--- src/rtl/fetch_unit.sv ---
// Instruction fetch stage: sequential PC generation on memory Channel 1,
// a credit-limited prefetch FIFO, a valid/ready drain to decode, and redirect flush.
module fetch_unit #(
   parameter logic [31:0] RESET_PC   = 32'h0000_0000,
   parameter int          FIFO_DEPTH = 4
) (
   input  logic        clk,
   input  logic        reset,
   input  logic        inst_rready,
   output logic        ren1,
   output logic [31:0] radd1,
   input  logic [31:0] rdata1,
   input  logic        vrdata1,
   input  logic        redirect_en,
   input  logic [31:0] redirect_pc,
   output logic        inst_valid,
   input  logic        inst_ready,
   output logic [31:0] inst_data,
   output logic [31:0] inst_pc
);

   localparam int PW = (FIFO_DEPTH > 1) ? $clog2(FIFO_DEPTH) : 1;
   localparam int CW = PW + 1;
   localparam logic [CW:0] DEPTH_V = (CW + 1)'(FIFO_DEPTH);

   logic [31:0]   fetch_pc;
   logic [31:0]   inflight_pc;
   logic          inflight;
   logic          discard;
   logic [PW-1:0] wr_ptr;
   logic [PW-1:0] rd_ptr;
   logic [CW-1:0] count;
   logic [31:0]   mem_pc   [FIFO_DEPTH];
   logic [31:0]   mem_data [FIFO_DEPTH];
   logic [CW:0]   occupancy;
   logic          push;
   logic          pop;

   // A request in flight already owns a FIFO slot, so issue is credit-limited
   // on registered state only; decode's inst_ready never reaches ren1.
   assign occupancy  = {1'b0, count} + {{CW{1'b0}}, inflight};
   assign ren1       = reset & inst_rready & ~redirect_en & (occupancy < DEPTH_V);
   assign radd1      = fetch_pc;
   assign inst_valid = (count != '0);
   assign push       = reset & vrdata1 & inflight & ~discard & ~redirect_en;
   assign pop        = inst_valid & inst_ready & ~redirect_en;
   assign inst_data  = inst_valid ? mem_data[rd_ptr] : 32'h0;
   assign inst_pc    = inst_valid ? mem_pc[rd_ptr]   : 32'h0;

   // Stage p0 -> p1: fetch control, pointers and occupancy.
   always_ff @(posedge clk) begin
      if (!reset) begin
         fetch_pc <= RESET_PC & ~32'd3;
         inflight <= 1'b0;
         discard  <= 1'b0;
         count    <= '0;
         wr_ptr   <= '0;
         rd_ptr   <= '0;
      end else if (redirect_en) begin
         fetch_pc <= redirect_pc & ~32'd3;
         inflight <= 1'b0;
         discard  <= inflight;
         count    <= '0;
         wr_ptr   <= '0;
         rd_ptr   <= '0;
      end else begin
         discard  <= 1'b0;
         inflight <= ren1;
         if (ren1)
            fetch_pc <= fetch_pc + 32'd4;
         if (push)
            wr_ptr <= wr_ptr + 1'b1;
         if (pop)
            rd_ptr <= rd_ptr + 1'b1;
         if (push && !pop)
            count <= count + 1'b1;
         else if (pop && !push)
            count <= count - 1'b1;
      end
   end

   // Stage p1 -> FIFO: data path, no reset needed since count gates visibility.
   always_ff @(posedge clk) begin
      if (ren1)
         inflight_pc <= fetch_pc;
      if (push) begin
         mem_pc[wr_ptr]   <= inflight_pc;
         mem_data[wr_ptr] <= rdata1;
      end
   end

endmodule
--- config.mk ---
export PLATFORM = sky130hd
export DESIGN_NAME = fetch_unit
export DESIGN_NICKNAME = d
export VERILOG_FILES = /design/src/rtl/fetch_unit.sv
export SDC_FILE = /design/constraint.sdc
export NUM_CORES = 1
export LEC_CHECK = 0
export ABC_AREA = 1
export ABC_CLOCK_PERIOD_IN_PS = 6780
export CAP_MARGIN = 15
export CORE_ASPECT_RATIO = 1.25
export CORE_UTILIZATION = 35
export DETAILED_ROUTE_END_ITERATION = 16
export PLACE_DENSITY_LB_ADDON = 0.12
export SLEW_MARGIN = 40
export SYNTH_ARGS = -nofsm -noshare
export SYNTH_HDL_FRONTEND = slang
export SYNTH_SLANG_ARGS = --single-unit
--- constraint.sdc ---
create_clock -name clk -period 6.78 [get_ports clk]
set_input_delay 0.678 -clock clk [delete_from_list [all_inputs] [get_ports clk]]
set_output_delay 0.678 -clock clk [all_outputs]
set_load 0.01 [all_outputs]
=== After elaboration in Yosys (flattened, before gate mapping) ===
Memories as Yosys holds them, arrays and structs flattened. A register that Yosys moved wholly into a read port is not among the register bits.
Index checks and enable logic that the tools add are counted.

* Bits in registers: 73
* Memory bits (writable): 256
* Input port bits: 70
* Output and inout bits: 98
* Logic and storage cells: 50
* Memories kept: 2

* $add $sub $neg: 6
* Magnitude comparators: 1
* Mux-type cells: 12
* Bitwise logic cells: 12
* Reductions and logical operators: 9

{| class="wikitable"
|+ Memories
! memory !! words !! bits a word !! read ports !! clocked after memory_dff !! wr ports !! RTL line !! source
|-
| mem_data || 4 || 32 || 1 || 1 || 1 || 34 || <nowiki>logic [31:0] mem_data [FIFO_DEPTH];</nowiki>
|-
| mem_pc || 4 || 32 || 1 || 1 || 1 || 33 || <nowiki>logic [31:0] mem_pc [FIFO_DEPTH];</nowiki>
|}

{| class="wikitable"
|+ Operators by type and width
! cell !! number
|-
| $mux W32 || 4
|-
| $add A32 B3 Y32 const B || 1
|-
| $and A1 B1 Y1 || 9
|-
| $mux W2 || 4
|-
| $mux W3 || 2
|-
| $add A2 B1 Y2 const B || 2
|-
| $add A3 B1 Y4 || 1
|-
| $lt A4 B3 Y1 const B || 1
|-
| $reduce_bool A2 Y1 || 2
|-
| $add A3 B1 Y3 const B || 1
|-
| $not A1 Y1 || 3
|-
| $reduce_bool A3 Y1 || 1
|-
| $sub A3 B1 Y3 const B || 1
|-
| $logic_and A1 B1 Y1 || 2
|-
| $logic_not A1 Y1 || 2
|-
| $mux W1 || 2
|-
| $reduce_and A2 Y1 || 1
|-
| $reduce_or A2 Y1 || 1
|}

=== Longest topological paths before layout ===
Gate-level depths: netlist (run 1).

* Word-level depth: 8
* Mapped depth: 12
* Depth with buffers taken out: 11

=== Worst setup path before layout (run 1) ===
OpenSTA, ideal clock, no wires.

* Path type: input-to-reg
* Start: input port redirect_en
* End: memory mem_data[0][0] (enable)
* Setup time: 0.482 ns
* Arrival: 3.927 ns
* Required time: 6.298 ns
* Path slack: 2.371 ns
* Stages: 6
* Path buffers: 1
* Cells stage by stage: buf_2 -> inv_2 -> nand2_1 -> nor2_1 -> inv_2 -> nor2_1

* Longest elaborated chain between the ends: 4

{| class="wikitable"
|+ Ends and longest elaborated chain
! element !! RTL line !! source
|-
| start: declaration || 14 || <nowiki>input logic redirect_en,</nowiki>
|-
| $not A1 Y1 || 45 || <nowiki>assign push = reset & vrdata1 & inflight & ~discard & ~redirect_en;</nowiki>
|-
| $and A1 B1 Y1 || 45 ||
|-
| net push || 36 || <nowiki>logic push;</nowiki>
|-
| $mux W1 || 86 || <nowiki>if (push) begin</nowiki>
|-
| $mux W1 (implied by the code) || 88 || <nowiki>mem_data[wr_ptr] <= rdata1;</nowiki>
|-
| end: declaration || 34 ||
|}

The timed path passes the listed nets, and every way through them passes these cells.

==> results_dict.tcl, run 1 <==
set metrics [dict create \
    status "complete, no violations" \
    setup.worst_path.start_class "register" \
    cts_post_setup_buffers_inserted 0 \
    post_route_cells_drive_above_1_share_pct 6.178 \
    cts_resized 0 \
    maxSlewViolCount 0 \
    drt_first_iter_violations 474 \
    irDropWorstVdd_mv 0.1359 \
    simple_gate_area_share_of_the_yosys_netlist_pct 16.24 \
    flow.area_growth_from_synthesis_pct 24.64 \
    fp-row-count 79 \
    post_route_insts_no_fill 1878 \
    final.setup_skew_ns 0.008501 \
    grt_start_max_net_pins 96 \
    clock_transition_at_the_registers_of_the_reported_paths_ns 0.05 \
    synthXorXnorAreaFrac_pct 0.2653 \
    synth-seq-cells 319 \
    synthesis.area_mm2 0.01321 \
    postCtsHoldBufs 0 \
    synth_common_cells "292 x sky130_fd_sc_hd__nor2_1, 278 x sky130_fd_sc_hd__edfxtp_1, 141 x sky130_fd_sc_hd__nand2_1" \
    cts_tree "yes" \
    pwr_density_cell_mw_per_mm2 255.2 \
    netlist_top_cells_area "sky130_fd_sc_hd__edfxtp_1 63%, sky130_fd_sc_hd__nor2_1 8.3%, sky130_fd_sc_hd__dfxtp_1 6.2%" \
    worst_pin_slew_ns 0.8113 \
    ant_nets 0 \
    chip_height_um 219.2 \
    cts-root-to-sink-buffers 3 \
    clock_latency_ns 0.50 \
    final_critical_path_setup_slack_ns 2.763 \
    fillcell_total 3543 \
    routed_wl_mm 31.84 \
    die_x_um 175.7 \
    max_clock_freq_mhz 249.0 \
    first_pass_detailed_route_iteration_total 5 \
    route.detailed.drc 0 \
    setup-tns-final_ns 0 \
    timing.critical_path.arrival_ns 3.34 \
    grt_use_total_pct 16.69 \
    timing_hold_violations_final 0 \
    routed-via-count 8893 \
    post-place-ws_ns 2.594 \
    initial_core_util_pct 35.53 \
    multi_input_area_mm2 0.003537 \
    post_synth_mux_area_share_pct 0.07580 \
    endpoint_kind "primary output" \
    leakage_nw 5.621 \
    rsz0062_at_grt "no" \
    final_net_count 1446 \
    synth-compound-area-share_pct 9.143 \
    antenna_found_initial 0 \
    ios 168 \
    detail_route.vias_per_cell 4.735 \
    post-route-period-util_pct 59.24 \
    global_route_wire_length_before_repair_mm 48.85 \
    ctsRootBufferMaster "sky130_fd_sc_hd__clkbuf_16" \
    synth_ff_type "sky130_fd_sc_hd__edfxtp_1" \
    asr_flop_ratio_synth_pct 0 \
    finalWorstPathRequiredPeriod_ns 4.017 \
    synth_seq_area_share_pct 69.43 \
    seqCellArea_mm2 0.009174 \
    place.detailed.instances 1819 \
    slew-limit-headroom_pct 45.92 \
    report.final.setup_viol 0 \
    synth_top_family_by_area "simple AND/OR/NAND/NOR gates" \
    synth-edff-count 278 \
    number_of_max_capacitance_violations_reported 0 \
    synth_cells 1218 \
    post-synth-top-count-cell "sky130_fd_sc_hd__nor2_1" \
    synth_largest_area_cell "sky130_fd_sc_hd__edfxtp_1" \
    antenna_cells_inserted 0 \
    place.port_buffers 161 \
    crit_required_ns 6.10 \
    globalRoute.totalOverflow 0 \
    timing.hold.worst.start "rd_ptr[1]$_SDFFE_PP0P_" \
    count_of_warnings_emitted_by_yosys 0 \
    post-dp-hpwl_mm 18.02 \
    rr_startpoint "inflight$_SDFF_PP0_" \
    yosysUniqueCellTypes 36 \
    avgRoutedWirePerCell_um 16.95 \
    htree_levels 2 \
    critical_path.max_fanout 78 \
    cts_inserted_buffers 34 \
    synthAdderAreaFrac_pct 0.7201 \
    clock_sink_count 319 \
    average_instance_area_after_synthesis_um2 10.84 \
    share_of_yosys_cell_area_claimed_by_the_top_area_cell_type_pct 63.22 \
    routabilityCongestion 0.7722 \
    design.core.area_mm2 0.03717 \
    die_area_mm2 0.03852 \
    holdCritPathClass "register to register" \
    number_of_global_route_vias_before_repair 8762 \
    crit_type "register to primary output" \
]
-- report_power, final --
part	switching, W	internal [W]
registers	0.0000306	0.00215
clock network	0.000706	0.00116
logic	0.0000771	0.0000799
-- flip-flops by register name, summed over array words and instances (netlist names), 2 cells and up, named ones only --
register     count
count            3
radd1           30
wr_ptr           2
mem_data       128
inflight_pc     30
rd_ptr           2
mem_pc         120
-- layout by cell type (no fill, tap or decap), drive strengths merged, types with 5 or more instances in the layout --
master and count:
o21bai 5, buf 14, clkbuf 51, clkinv 6, dfxtp 41, nand3 62, nor2 301, ha 6
clkdlybuf4s50 161, o21ai 137, nand2 145, edfxtp 278, a21oi 91, inv 66
-- logic make-up (layout without fill, tap and decap cells) --
| kind of cell | after synthesis | in the layout |
|---|---|---|
| and+or+nand+nor | 518 | 518 |
| other | 1 | 4 |
| AOI/OAI and AO/OA | 237 | 237 |
| muxes | 1 | 1 |
| adders and majority gates | 7 | 7 |
| xor gates and xnor gates | 4 | 4 |
| buffers and inverters | 131 | 302 |
| DFF | 319 | 319 |
-- through the flow --
step / instance area, um^2 / util (%) / total power (W) / hold slack, ns
after floorplan: 13220 / - / 0.002277 / 0.4356
after detailed placement: 15330 / 41.24 / 0.002380 / 0.4667
after global placement: 15290 / 41.13 / 0.002379 / 0.4499
after CTS: 16450 / 44.27 / 0.004263 / 0.4757
after global routing: 16460 / 44.28 / 0.004353 / 0.5099
final: 16460 / 44.28 / 0.004201 / 0.4710
-- layout make-up --
cell class	instances	share of cell area, %
inverters	68	1.566
repair buffers	175	10.67
clock buffers	51	6.006
clock inverters	8	0.8362
multi-input cells	771	21.49
well taps	486	3.695
flip-flops and latches	319	55.74
-- final timing paths --
check,to,slack (ns),depth (start not counted)
worst min-delay path,register,0.47,2
worst max register to register,mem_data[1][29]$_DFFE_PP_,4.30,5
worst min register to register,register,0.47,2
worst max-delay path,inst_pc[15],2.76,5
-- routing by layer --
layer  track usage, %  wire length (um)  part of all wire, %  vias up
met3            3.205              1507                  4.7       43
met4            4.928               601                  1.9        0
li1                 -                 -                    -     4470
met5                0                 0                    0        -
met2            28.89             15550                   49      221
met1            21.07             14180                   45     4159
-- worst max-delay path, cell delays in order (launching register included) --
cell	delay, ns
sky130_fd_sc_hd__dfxtp_4	0.45
sky130_fd_sc_hd__clkinv_2	0.48
sky130_fd_sc_hd__buf_4	0.70
sky130_fd_sc_hd__o21ai_0	0.22
sky130_fd_sc_hd__a21oi_1	0.32
sky130_fd_sc_hd__clkdlybuf4s50_1	0.60
(Power assumes the default switching activity.)
==> inputs of run 2 (changes only) <==
ABC_CLOCK_PERIOD_IN_PS = 3600   (was 6780)
clock period = 3.6 ns   (was 6.78 ns; I/O delays follow)
==> run 2 against run 1 <==
  * Utilization about the same
  * Hold slack got worse by 0.055 ns
  * Critical endpoint is now inst_data[30]
  * Non-clock buffer count grew 11
  * Flip-flop and latch count unchanged
  * Sequential share of layout area about the same
  * Clock power increased by 74%
  * Combinational power increased by 93%
  * Die area unchanged
  * Worst setup slack got worse by 2.1 ns
==> results_dict.tcl, run 2 (synthesized netlist as in run 1, its figures left out) <==
set metrics [dict create \
    slew-limit-headroom_pct 52.86 \
    holdCritPathClass "input pin to register" \
    number_of_max_capacitance_violations_reported 0 \
    post_route_cells_drive_above_1_share_pct 6.776 \
    power.switching_fraction_pct 20.25 \
    grt_start_max_net_pins 125 \
    final.setup_skew_ns 0.01692 \
    routed_wl_mm 32.12 \
    avgRoutedWirePerCell_um 17.01 \
    route.detailed.drc 0 \
    htree_levels 2 \
    cts_tree "yes" \
    global_route_wire_length_before_repair_mm 50.28 \
    initial_core_util_pct 35.53 \
    maxSlewViolCount 0 \
    post-dp-hpwl_mm 18.97 \
    worst-r2r-cell-count 11 \
    seq_power_share_pct 53.7 \
    cts_inserted_buffers 34 \
    ios 168 \
    largest_reg_flops 128 \
    antenna_found_initial 0 \
    timing.critical_path.arrival_ns 2.57 \
    biggestRegsByFlops "mem_data (128), mem_pc (120)" \
    most_frequent_cells_in_the_layout "288 x sky130_fd_sc_hd__nor2_1, 278 x sky130_fd_sc_hd__edfxtp_1, 161 x sky130_fd_sc_hd__clkdlybuf4s50_1, 141 x sky130_fd_sc_hd__nand2_1, 137 x sky130_fd_sc_hd__o21ai_0" \
    final_net_count 1457 \
    setup-tns-final_ns 0 \
    cts_resized 0 \
    detail_route.vias_per_cell 4.766 \
    crit_type "register to primary output" \
    place.port_buffers 161 \
    clock_sink_count 319 \
    fp-row-count 79 \
    rr_startpoint "count[0]$_SDFFE_PP0P_" \
    rsz0062_at_grt "no" \
    routabilityCongestion 0.7809 \
    first_pass_detailed_route_iteration_total 4 \
    power_frac_comb_pct 4.0 \
    clock_latency_ns 0.51 \
    irDropWorstVdd_mv 0.2572 \
    pwr_density_cell_mw_per_mm2 465.1 \
    die_x_um 175.7 \
    layout.cells.most_common "sky130_fd_sc_hd__nor2_1" \
    setup.worst_path.start_class "register" \
    globalRoute.totalOverflow 0 \
    report.final.setup_viol 0 \
    max_clock_freq_mhz 340.9 \
    cell_internal_pwr_w 0.006100 \
    antenna_cells_inserted 0 \
    critical_path.max_fanout 29 \
    flow.area_growth_from_synthesis_pct 24.55 \
    ctsRootBufferMaster "sky130_fd_sc_hd__clkbuf_16" \
    final_critical_path_setup_slack_ns 0.6669 \
    power.switching_w 0.001549 \
    grt_use_total_pct 17.04 \
    drt_first_iter_violations 482 \
    cts-root-to-sink-buffers 3 \
    post-place-ws_ns 0.8922 \
    cts_post_setup_buffers_inserted 0 \
    timing_hold_violations_final 0 \
    finalWorstPathRequiredPeriod_ns 2.933 \
    number_of_global_route_vias_before_repair 8952 \
    status "complete, no violations" \
    design.core.area_mm2 0.03717 \
    chip_height_um 219.2 \
    routed-via-count 8999 \
    cp-endpoint "inst_data[30]" \
    ant_nets 0 \
    clock_power_share_pct 42.4 \
    die_area_mm2 0.03852 \
    post-route-period-util_pct 81.48 \
    postCtsHoldBufs 0 \
    clock_transition_at_the_registers_of_the_reported_paths_ns 0.06 \
    crit_required_ns 3.24 \
    endpoint_kind "primary output" \
    r2r-end "count[2]$_SDFFE_PP0P_" \
    rrSetupSlack_ns 1.34 \
    leakage_nw 5.622 \
    worst_pin_slew_ns 0.7061 \
    register_containing_the_most_flip_flops_in_the_final_layout "mem_data" \
]
-- run 2: cell count changes in the layout (fill, tap and decap cells not counted) --
cell and change:
sky130_fd_sc_hd__buf_16 -1, sky130_fd_sc_hd__clkbuf_16 -2, sky130_fd_sc_hd__buf_4 +12, sky130_fd_sc_hd__bufinv_16 -3
sky130_fd_sc_hd__clkbuf_1 -1, sky130_fd_sc_hd__inv_6 +1, sky130_fd_sc_hd__buf_6 -4, sky130_fd_sc_hd__clkinv_2 +1
sky130_fd_sc_hd__clkbuf_8 +1, sky130_fd_sc_hd__buf_12 +4, sky130_fd_sc_hd__clkinv_1 +2
-- run 2: worst min path at each step --
stage | to | startpoint | depth (start not counted) | slack (ns)
2_1_floorplan | register | rd_ptr[1]$_SDFFE_PP0P_ | 2 | 0.44
3_3_place_gp | register | rd_ptr[1]$_SDFFE_PP0P_ | 2 | 0.45
3_5_place_dp | register | rd_ptr[1]$_SDFFE_PP0P_ | 2 | 0.45
4_1_cts | radd1[8]$_SDFFE_PN0P_ | redirect_pc[8] | 3 | 0.39
5_1_grt | radd1[7]$_SDFFE_PN0P_ | redirect_pc[7] | 3 | 0.43
6_report | radd1[8]$_SDFFE_PN0P_ | redirect_pc[8] | 3 | 0.42
-- run 2: cell type report --
| type | instances | area, um^2 |
|---|---|---|
| clock buffers | 49 | 948.4 |
| fillers | 3524 | 20720 |
| inverters | 68 | 257.7 |
| multi-input cells | 771 | 3537 |
| well taps | 486 | 608.1 |
| repair buffers | 186 | 1853 |
| clock inverters | 9 | 68.82 |
| flip-flops and latches | 319 | 9174 |
-- run 2: routing by layer --
metal / part of all wire, % / wire length [um] / global-route usage, % / vias up
met4: 3.1 / 1009 / 6.493 / 0
met1: 45 / 14310 / 21.73 / 4234
li1: - / - / - / 4488
met2: 48 / 15270 / 28.72 / 210
met5: 0 / 0 / 0 / -
met3: 4.8 / 1526 / 3.067 / 67
-- run 2: worst max-delay path, cell delays in order, from the launching register on --
cell and delay [ns]:
sky130_fd_sc_hd__dfxtp_2 0.33, sky130_fd_sc_hd__inv_2 0.51, sky130_fd_sc_hd__buf_4 0.42, sky130_fd_sc_hd__nor2_1 0.08
sky130_fd_sc_hd__o21ai_0 0.08, sky130_fd_sc_hd__a21oi_1 0.08, sky130_fd_sc_hd__clkdlybuf4s50_1 0.55
-- run 2: power groups by stage --
| stage | clock network (W) | registers (W) | logic, W |
|---|---|---|---|
| 5_1_grt | 0.00347 | 0.00411 | 0.000335 |
| 3_3_place_gp | 0 | 0.00418 | 0.000304 |
| 6_report | 0.00324 | 0.00410 | 0.000303 |
| 4_1_cts | 0.00334 | 0.00410 | 0.000307 |
| 2_1_floorplan | 0 | 0.00417 | 0.000117 |
| 3_5_place_dp | 0 | 0.00418 | 0.000305 |
-- run 2: stage by stage --
step           utilization [%]  hold slack, ns  instance area [um^2]  instances  total power, W
2_1_floorplan                -          0.4356                 13220       1221        0.004288
3_3_place_gp             41.51          0.4452                 15430       1830        0.004487
5_1_grt                  44.25          0.4305                 16450       1888        0.007913
6_report                 44.25          0.4162                 16450       1888        0.007649
3_5_place_dp             41.52          0.4537                 15430       1830        0.004488
4_1_cts                  44.25          0.3914                 16450       1888        0.007749
